## src/rtl/bcd_disp_pkg.sv

```systemverilog
// Shared mode encoding and seven-segment patterns for the BCD counter display path.
package bcd_disp_pkg;

  typedef enum logic [1:0] {
    MODE_HOLD = 2'b00,
    MODE_UP   = 2'b01,
    MODE_DOWN = 2'b10,
    MODE_LOAD = 2'b11
  } mode_e;

  localparam logic [7:0] SEG_BLANK = 8'hFF;
  localparam logic [3:0] BCD_MAX   = 4'd9;

  // Active-low {dp,g,f,e,d,c,b,a}; entry n is the pattern for digit n.
  localparam logic [9:0][7:0] SEG_PATTERNS = {
    8'h90, 8'h80, 8'hF8, 8'h82, 8'h92,
    8'h99, 8'hB0, 8'hA4, 8'hF9, 8'hC0
  };

endpackage

```

## src/rtl/bcd_counter_display_seg7_decode.sv

```systemverilog
// Combinational BCD digit to active-low seven-segment decoder with blank override.
module seg7_decode
  import bcd_disp_pkg::*;
(
  input  logic [3:0] i_bcd,
  input  logic       i_blank,
  output logic [7:0] o_seg
);

  always_comb begin
    o_seg = SEG_BLANK;
    if (!i_blank && (i_bcd <= BCD_MAX)) o_seg = SEG_PATTERNS[i_bcd];
  end

endmodule

```

## src/rtl/bcd_counter_display.sv

```systemverilog
// N-digit BCD counter with prescaled tick, hold/up/down/load modes, wrap pulse
// and registered active-low seven-segment outputs.
module bcd_counter_display
  import bcd_disp_pkg::*;
#(
  parameter int DIGITS   = 6,
  parameter int TICK_DIV = 50_000_000,
  parameter int BLANK_LZ = 1
) (
  input  logic                  clk,
  input  logic                  rst,
  input  logic                  en,
  input  logic [1:0]            mode,
  input  logic                  step,
  input  logic [4*DIGITS-1:0]   load_val,
  output logic [4*DIGITS-1:0]   count,
  output logic [8*DIGITS-1:0]   hex,
  output logic                  tick,
  output logic                  wrap
);

  localparam int PW = $clog2(TICK_DIV);
  localparam logic [PW-1:0] PRE_MAX = PW'(TICK_DIV - 1);

  logic [PW-1:0]         r_pre;
  logic                  r_tick;
  logic                  r_wrap;
  logic [4*DIGITS-1:0]   r_count;
  logic [8*DIGITS-1:0]   r_hex;

  mode_e                 w_mode;
  logic                  w_pre_last;
  logic                  w_advance;
  logic [4*DIGITS-1:0]   w_up_cnt;
  logic [4*DIGITS-1:0]   w_dn_cnt;
  logic [4*DIGITS-1:0]   w_load;
  logic [DIGITS:0]       w_carry;
  logic [DIGITS:0]       w_borrow;
  logic [DIGITS:0]       w_lz;
  logic [DIGITS-1:0]     w_blank;
  logic [8*DIGITS-1:0]   w_seg;

  assign w_mode     = mode_e'(mode);
  assign w_pre_last = (r_pre == PRE_MAX);
  // A tick and a step in the same cycle collapse into one advance.
  assign w_advance  = (en & w_pre_last) | step;

  assign w_carry[0]  = 1'b1;
  assign w_borrow[0] = 1'b1;
  assign w_lz[DIGITS] = 1'b1;

  for (genvar g = 0; g < DIGITS; g++) begin : g_digit
    logic [3:0] w_dig;
    logic [3:0] w_ld;

    assign w_dig = r_count[4*g +: 4];
    assign w_ld  = load_val[4*g +: 4];

    assign w_up_cnt[4*g +: 4] = !w_carry[g]  ? w_dig :
                                (w_dig == BCD_MAX) ? 4'd0 : w_dig + 4'd1;
    assign w_carry[g+1]       = w_carry[g] & (w_dig == BCD_MAX);

    assign w_dn_cnt[4*g +: 4] = !w_borrow[g] ? w_dig :
                                (w_dig == 4'd0) ? BCD_MAX : w_dig - 4'd1;
    assign w_borrow[g+1]      = w_borrow[g] & (w_dig == 4'd0);

    assign w_load[4*g +: 4]   = (w_ld > BCD_MAX) ? BCD_MAX : w_ld;

    // Digit is a leading zero when it and every higher digit are zero.
    assign w_lz[g]    = (w_dig == 4'd0) & w_lz[g+1];
    assign w_blank[g] = (BLANK_LZ != 0) && (g != 0) && w_lz[g];

    seg7_decode u_dec (
      .i_bcd   (w_dig),
      .i_blank (w_blank[g]),
      .o_seg   (w_seg[8*g +: 8])
    );
  end

  always_ff @(posedge clk) begin
    if (rst) begin
      r_pre   <= '0;
      r_tick  <= 1'b0;
      r_wrap  <= 1'b0;
      r_count <= '0;
      r_hex   <= '1;
    end else begin
      r_hex  <= w_seg;
      r_wrap <= 1'b0;
      if (w_mode == MODE_LOAD) begin
        r_pre   <= '0;
        r_tick  <= 1'b0;
        r_count <= w_load;
      end else begin
        if (en) begin
          r_pre  <= w_pre_last ? '0 : r_pre + PW'(1);
          r_tick <= w_pre_last;
        end else begin
          r_pre  <= '0;
          r_tick <= 1'b0;
        end
        if (w_advance) begin
          case (w_mode)
            MODE_UP: begin
              r_count <= w_up_cnt;
              r_wrap  <= w_carry[DIGITS];
            end
            MODE_DOWN: begin
              r_count <= w_dn_cnt;
              r_wrap  <= w_borrow[DIGITS];
            end
            default: ;
          endcase
        end
      end
    end
  end

  assign count = r_count;
  assign hex   = r_hex;
  assign tick  = r_tick;
  assign wrap  = r_wrap;

endmodule
```

## config.mk

```make
export PLATFORM = sky130hd
export DESIGN_NAME = bcd_counter_display
export DESIGN_NICKNAME = d
export VERILOG_FILES = /design/src/rtl/bcd_disp_pkg.sv /design/src/rtl/bcd_counter_display_seg7_decode.sv /design/src/rtl/bcd_counter_display.sv
export SDC_FILE = /design/constraint.sdc
export NUM_CORES = 1
export LEC_CHECK = 0
export BUFFER_PORTS_ARGS = -buffer_cell sky130_fd_sc_hd__buf_2
export CAP_MARGIN = 20
export CORE_MARGIN = 4
export CORE_UTILIZATION = 56
export DETAILED_ROUTE_END_ITERATION = 10
export GPL_TIMING_DRIVEN = 0
export PLACE_DENSITY = 0.79
export SETUP_SLACK_MARGIN = 0.02
export SLEW_MARGIN = 10
export SYNTH_ARGS = -nofsm -noshare
export SYNTH_HDL_FRONTEND = slang
export SYNTH_SLANG_ARGS = --single-unit
```

## constraint.sdc

```tcl
create_clock -name clk -period 3.3 [get_ports clk]
set_input_delay 0.33 -clock clk [delete_from_list [all_inputs] [get_ports clk]]
set_output_delay 0.33 -clock clk [all_outputs]
set_load 0.005 [all_outputs]
```

## After elaboration in Yosys (flattened, before gate mapping)

Memory sizes are Yosys's and may differ from the RTL's. A register that Yosys moved wholly into a read port is not among the register bits.
Index checks and enable logic that the tools add are counted.

- Bits in latches: 0
- Bits in registers: 52
- Memories: 6
- ROM bits: 768
- Memory bits (writable): 0
- Output and inout port bits: 74

- Divide/modulo/power cells: 0
- Muxes and demuxes: 32
- Add/sub/neg operators: 13
- Magnitude comparators: 12
- Multiply operators: 0
- Equality and inequality tests: 20
- Bitwise operators: 24
- Shift-type cells: 0
- Reductions and logical operators: 33

Memory list:

| memory | words | width | rd ports | clocked after memory_dff | wr ports | line | source |
|---|---|---|---|---|---|---|---|
| (name not given) | 16 | 8 | 1 | 1 | 0 | bcd_counter_display_seg7_decode.sv:12 | `if (!i_blank && (i_bcd <= BCD_MAX)) o_seg = SEG_PATTERNS[i_bcd];` |
| (name not given) | 16 | 8 | 1 | 1 | 0 | bcd_counter_display_seg7_decode.sv:12 |  |
| (name not given) | 16 | 8 | 1 | 1 | 0 | bcd_counter_display_seg7_decode.sv:12 |  |
| (name not given) | 16 | 8 | 1 | 1 | 0 | bcd_counter_display_seg7_decode.sv:12 |  |
| (name not given) | 16 | 8 | 1 | 1 | 0 | bcd_counter_display_seg7_decode.sv:12 |  |
| (name not given) | 16 | 8 | 1 | 1 | 0 | bcd_counter_display_seg7_decode.sv:12 |  |

Operator list:

| kind | number |
|---|---|
| 4-bit 2-to-1 mux | 28 |
| 24-bit 2-to-1 mux | 2 |
| 24-bit case mux with 2 select lines | 1 |
| 3-bit != test, second input constant | 10 |
| 26-bit by 1-bit adder with 26-bit output, second input constant | 1 |
| 26-bit == test, second input constant | 1 |
| 4-bit by 1-bit adder with 4-bit output, second input constant | 6 |
| 4-bit == test, second input constant | 6 |
| 4-bit greater-than comparator, second input constant | 6 |
| 4-bit less-or-equal comparator, second input constant | 6 |
| 4-bit logical NOT | 6 |
| 4-bit by 1-bit subtractor with 4-bit output, second input constant | 6 |
| 4-bit AND reduction | 5 |
| 1-bit bitwise AND | 15 |
| 2-bit OR reduction | 6 |
| 1-bit inverter | 8 |
| 3-bit OR reduction | 2 |
| 1-bit logical AND | 5 |
| 1-bit logical NOT | 5 |
| 2-bit == test, second input constant | 2 |
| 4-bit OR reduction | 1 |
| 3-bit nonzero test | 1 |
| 2-bit by 1-bit == test with 1-bit output, second input constant | 1 |
| 1-bit case mux with 2 select lines | 1 |
| other kinds (3) | 3 |

## Logic depth before layout (Yosys ltp)

- Word-level depth: 9
- Gate-level depth with buffers: 10
- Mapped depth without buffers: 7

## Modules after synthesis

From an unflattened synthesis, not the netlist that was laid out.

- Cell total of the unflattened synthesis: 763
- Area, all modules: 6341.1 um2

Modules (own cells, without submodules):

| module | times used | cells an instance | sequential area each (um2) | area each (um2) |
|---|---|---|---|---|
| bcd_counter_display | 1 | 577 | 2001.9 | 5012.3 |
| seg7_decode | 6 | 31 | 0.0 | 221.5 |

## Least setup slack after synthesis

OpenSTA, ideal clock, no wires.

- Kind: flip-flop to flip-flop
- Start: register r_count[8] (netlist: count[8])
- End: register r_count[21] (netlist: count[21])
- Library setup time: 0.122 ns
- Buffers on the path: 2
- Stages on the path, launching flop included: 10
- Period minus slack after synthesis: 2.628 ns
- Data required time: 3.178 ns
- Slack: 0.672 ns
- Arrival time: 2.506 ns
- Cells stage by stage: dfxtp_1 -> clkbuf_1 -> inv_1 -> ha_1 -> or3b_1 -> clkbuf_2 -> or4_1 -> o21bai_2 -> nand4_1 -> o311a_1

- Cells in the longest elaborated chain, start to end: 6
- Elaborated cells between the ends (all ways): 11
- Those cells by class: eq/ne (3); bitwise (6); reduce/logical (2)

RTL lines:

| item | line | source |
|---|---|---|
| start, declared | bcd_counter_display.sv:28 | `logic [4*DIGITS-1:0] r_count;` |
| start signal, assigned | bcd_counter_display.sv:93 | `r_count <= w_load;` |
| start signal, assigned | bcd_counter_display.sv:105 | `r_count <= w_up_cnt;` |
| start signal, assigned | bcd_counter_display.sv:109 | `r_count <= w_dn_cnt;` |
| 4-bit == test / 4-bit logical NOT (equally long branches) | bcd_counter_display.sv:61, bcd_counter_display.sv:65 |  |
| 1-bit bitwise AND (on tied branches) (3 in series) | bcd_counter_display.sv:61, bcd_counter_display.sv:65 |  |
| 3-bit != test (no line) | - |  |
| 4-bit AND reduction (no line) (*) | - |  |

Every way passes the cells marked *; elsewhere a longest branch is shown, timed or not.
A chain may end at the register's enable or synchronous reset.

## Worst setup path in the final report

- Start: register r_count[16] (netlist: count[16])
- End: register r_hex[12] (netlist: hex[12])

- Cells in the longest elaborated chain, start to end: 9

RTL lines:

| item | line | source |
|---|---|---|
| 4-bit logical NOT | bcd_counter_display.sv:70 | `assign w_lz[g] = (w_dig == 4'd0) & w_lz[g+1];` |
| 1-bit bitwise AND (4 in series) | bcd_counter_display.sv:70 |  |
| 1-bit logical NOT | bcd_counter_display_seg7_decode.sv:12 |  |
| 1-bit logical AND | bcd_counter_display_seg7_decode.sv:12 |  |
| 1-bit inverter (no line) | - |  |
| 2-bit OR reduction (no line) | - |  |
| end, declared | bcd_counter_display.sv:29 | `logic [8*DIGITS-1:0] r_hex;` |

No other way between the ends.

==> flow_metrics.tcl <==
set metrics [dict create \
    critical-path-top-delay-family "simple AND/OR/NAND/NOR gates" \
    hold_path_class "in -> reg" \
    clockBufferDepth 2 \
    synth_cell_types 71 \
    finalSetupTns_ns 0 \
    critical_path_buf_inv_count 2 \
    synthArstFlopShare 0 \
    grtUsageMet1 0.3266 \
    period_share 0.9154 \
    max-slew-margin-rel 0.3019 \
    clock_skew_ns 0.01063 \
    setup_viol 0 \
    gp_congestion 0.9751 \
    p_leak_uw 0.002627 \
    cp-start-kind "flip-flop" \
    areaGrowthSynthToFinish_pct 15.42 \
    ioPinCount 104 \
    grtUsageTotal 0.2712 \
    initial_core_util 0.5754 \
    worstPathCellList "inv_1 > ha_1 > or3b_2 > clkbuf_1 > nor4_1 > a31o_2 > a21oi_1 > o211ai_1" \
    die_h_um 108.2 \
    dpl-instance-area_sq_um 6290 \
    num_rows 36 \
    vias 5677 \
    wl_um 15680 \
    drc 0 \
    setup_ws_ns 0.2793 \
    maxCapViolCount 0 \
    hold_violations 0 \
    synth_edf_count 0 \
    grt_max_degree 15 \
    yosys_most_used_dff "dfxtp_1" \
    max_slew.worst_pin.slew_ns 1.039 \
    synth_seq_cells 94 \
    grtUsageMet2 0.4738 \
    ant_nets 0 \
    grt_antenna_before_repair 0 \
    insertion_delay_ns 0.38 \
    ys_seq_area_frac 0.3346 \
    clk_pin_slew_ns 0.09 \
    wl_per_cell_um 16.37 \
    slowest_stage "nor4_1" \
    drtPass1Iterations 5 \
    htree_levels 3 \
    met3_usage 0.04597 \
    grt_pass1_wl_um 25400 \
    cts-resized-gates 0 \
    design_area_sq_um 6491 \
    clock.fmax_ghz 0.3310 \
    die_w_um 108.2 \
    final_net_count 884 \
    core_sq_um 9774 \
    cp.arrival_ns 3.33 \
    pre_cts_ws_ns 0.3211 \
    slowest_delay_ns 0.90 \
    status "completed" \
    die_area_sq_um 11710 \
    powerDensity_nw_per_um2 450.6 \
    grt_pass1_vias 5349 \
    viasPerCell 5.926 \
    cts_tree "done" \
    dp_hpwl_um 11560 \
    clock_sink_count 94 \
    ir_drop_mv 0.2670 \
    worstPathRequired_ns 3.61 \
    drive_gt1_frac 0.1685 \
    cts-root-buf "clkbuf_8" \
    diodes 0 \
    final_common_cell "buf_2" \
    worstPathMaxFanout 10 \
    crit_path_end_kind "flip-flop" \
    critical_path_class "reg -> reg" \
    cts_setup_buffers 0 \
    synth.cell_area_sq_um 5624 \
    synth_cells 707 \
    ctsHoldBuffers 0 \
    min_period_ns 3.021 \
    yosysWarnings 0 \
    finalMaxSlewViolations 0 \
    rsz0062_at_grt "no" \
    final_cell_mix "99 x buf_2, 94 x dfxtp_1, 73 x nor2_1" \
    grt_overflow 0 \
    whs_ns 0.2096 \
    grt-busiest-layer "met2" \
    avgSynthCellArea_sq_um 7.955 \
    cts_buffers 9 \
    drt_iter0_markers 491 \
    io_buffers 96 \
]
state kept, by name (all words and copies together), names as in the netlist:
register / flops
r_pre: 26
hex: 42
wrap: 1
tick: 1
count: 24
final timing paths:
| kind | startpoint | end | slack (ns) | depth (start not counted) |
|---|---|---|---|---|
| worst max register to register | count[16]$_SDFFE_PP0P_ | hex[12]$_SDFF_PP1_ | 0.28 | 8 |
| worst min-delay path | en | tick$_SDFF_PP0_ | 0.21 | 3 |
| worst min register to register | r_pre[0]$_SDFF_PP0_ | r_pre[0]$_SDFF_PP0_ | 0.45 | 1 |
| worst max-delay path | count[16]$_SDFFE_PP0P_ | hex[12]$_SDFF_PP1_ | 0.28 | 8 |
worst register-to-register path, delay by kind of cell, from the launching register on:
family          cells  cell delay (ns)
simple gates        2             1.35
fa+ha+maj           1             0.22
compound gates      3             0.54
flops               1             0.42
buf+inv             2             0.41
per-stage QoR:
step,cells,utilization,power [uW]
after floorplan,712,-,1877
after CTS,957,0.6636,2927
after global placement,941,0.6435,2158
final,958,0.6641,2925
after detailed placement,941,0.6435,2179
after global routing,958,0.6641,3092
cell usage after synthesis, types with 4 or more instances:
master | number | area [sq um]
a211oi_1 | 6 | 45.04
a21boi_0 | 4 | 30.03
a21oi_1 | 43 | 215.2
a221oi_1 | 6 | 52.55
a311oi_1 | 4 | 35.03
and2_1 | 4 | 25.02
and3_1 | 8 | 50.05
buf_1 | 4 | 15.01
buf_4 | 6 | 45.04
clkbuf_1 | 33 | 123.9
dfxtp_1 | 94 | 1882
ha_1 | 34 | 425.4
inv_1 | 38 | 142.6
mux2_2 | 5 | 56.30
mux2i_1 | 16 | 160.2
nand2_1 | 64 | 240.2
nand2b_1 | 6 | 37.54
nand3_1 | 23 | 115.1
nand3b_1 | 8 | 60.06
nand4_1 | 14 | 87.58
nor2_1 | 73 | 274.0
nor2b_1 | 10 | 62.56
nor3_1 | 8 | 40.04
nor4_1 | 6 | 37.54
nor4b_1 | 4 | 35.03
o211ai_1 | 13 | 97.59
o21a_1 | 5 | 37.54
o21ai_0 | 64 | 320.3
o21bai_1 | 7 | 52.55
o31ai_1 | 6 | 45.04
o41ai_1 | 4 | 35.03
or4_1 | 4 | 30.03
xnor2_1 | 6 | 52.55
xor2_1 | 18 | 157.7
power breakdown:
| part | total (uW) | switching, uW | leakage [uW] | internal, uW |
|---|---|---|---|---|
| clock network | 759 | 401 | 0.000103 | 357 |
| logic | 830 | 480 | 0.00175 | 350 |
| registers | 1340 | 80.8 | 0.000774 | 1260 |
area by class of cell:
cell class | instances | area [sq um]
Timing Repair Buffer | 97 | 485.5
Clock buffer | 14 | 182.7
Buffer | 48 | 215.2
Inverter | 39 | 146.4
Multi-Input combinational cell | 531 | 3400
Fill cell | 881 | 3283
Tap cell | 133 | 166.4
Clock inverter | 2 | 13.76
Sequential cell | 94 | 1882
kinds of logic after synthesis:
family / synth area share
DFF: 0.3346
buffers and inverters: 0.06429
adders and majority gates: 0.07564
muxes: 0.04249
and+or+nand+nor: 0.2269
other: 0.0006668
xor gates and xnor gates: 0.03737
AOI/OAI and AO/OA: 0.2180
per-layer routing:
metal	routed length [um]	vias up	part of all wire
met5	0	-	0
met4	393	0	0.025
met3	1280	31	0.082
met2	7593	276	0.48
met1	6416	2636	0.41
li1	-	2734	-
(Power assumes the default switching activity.)
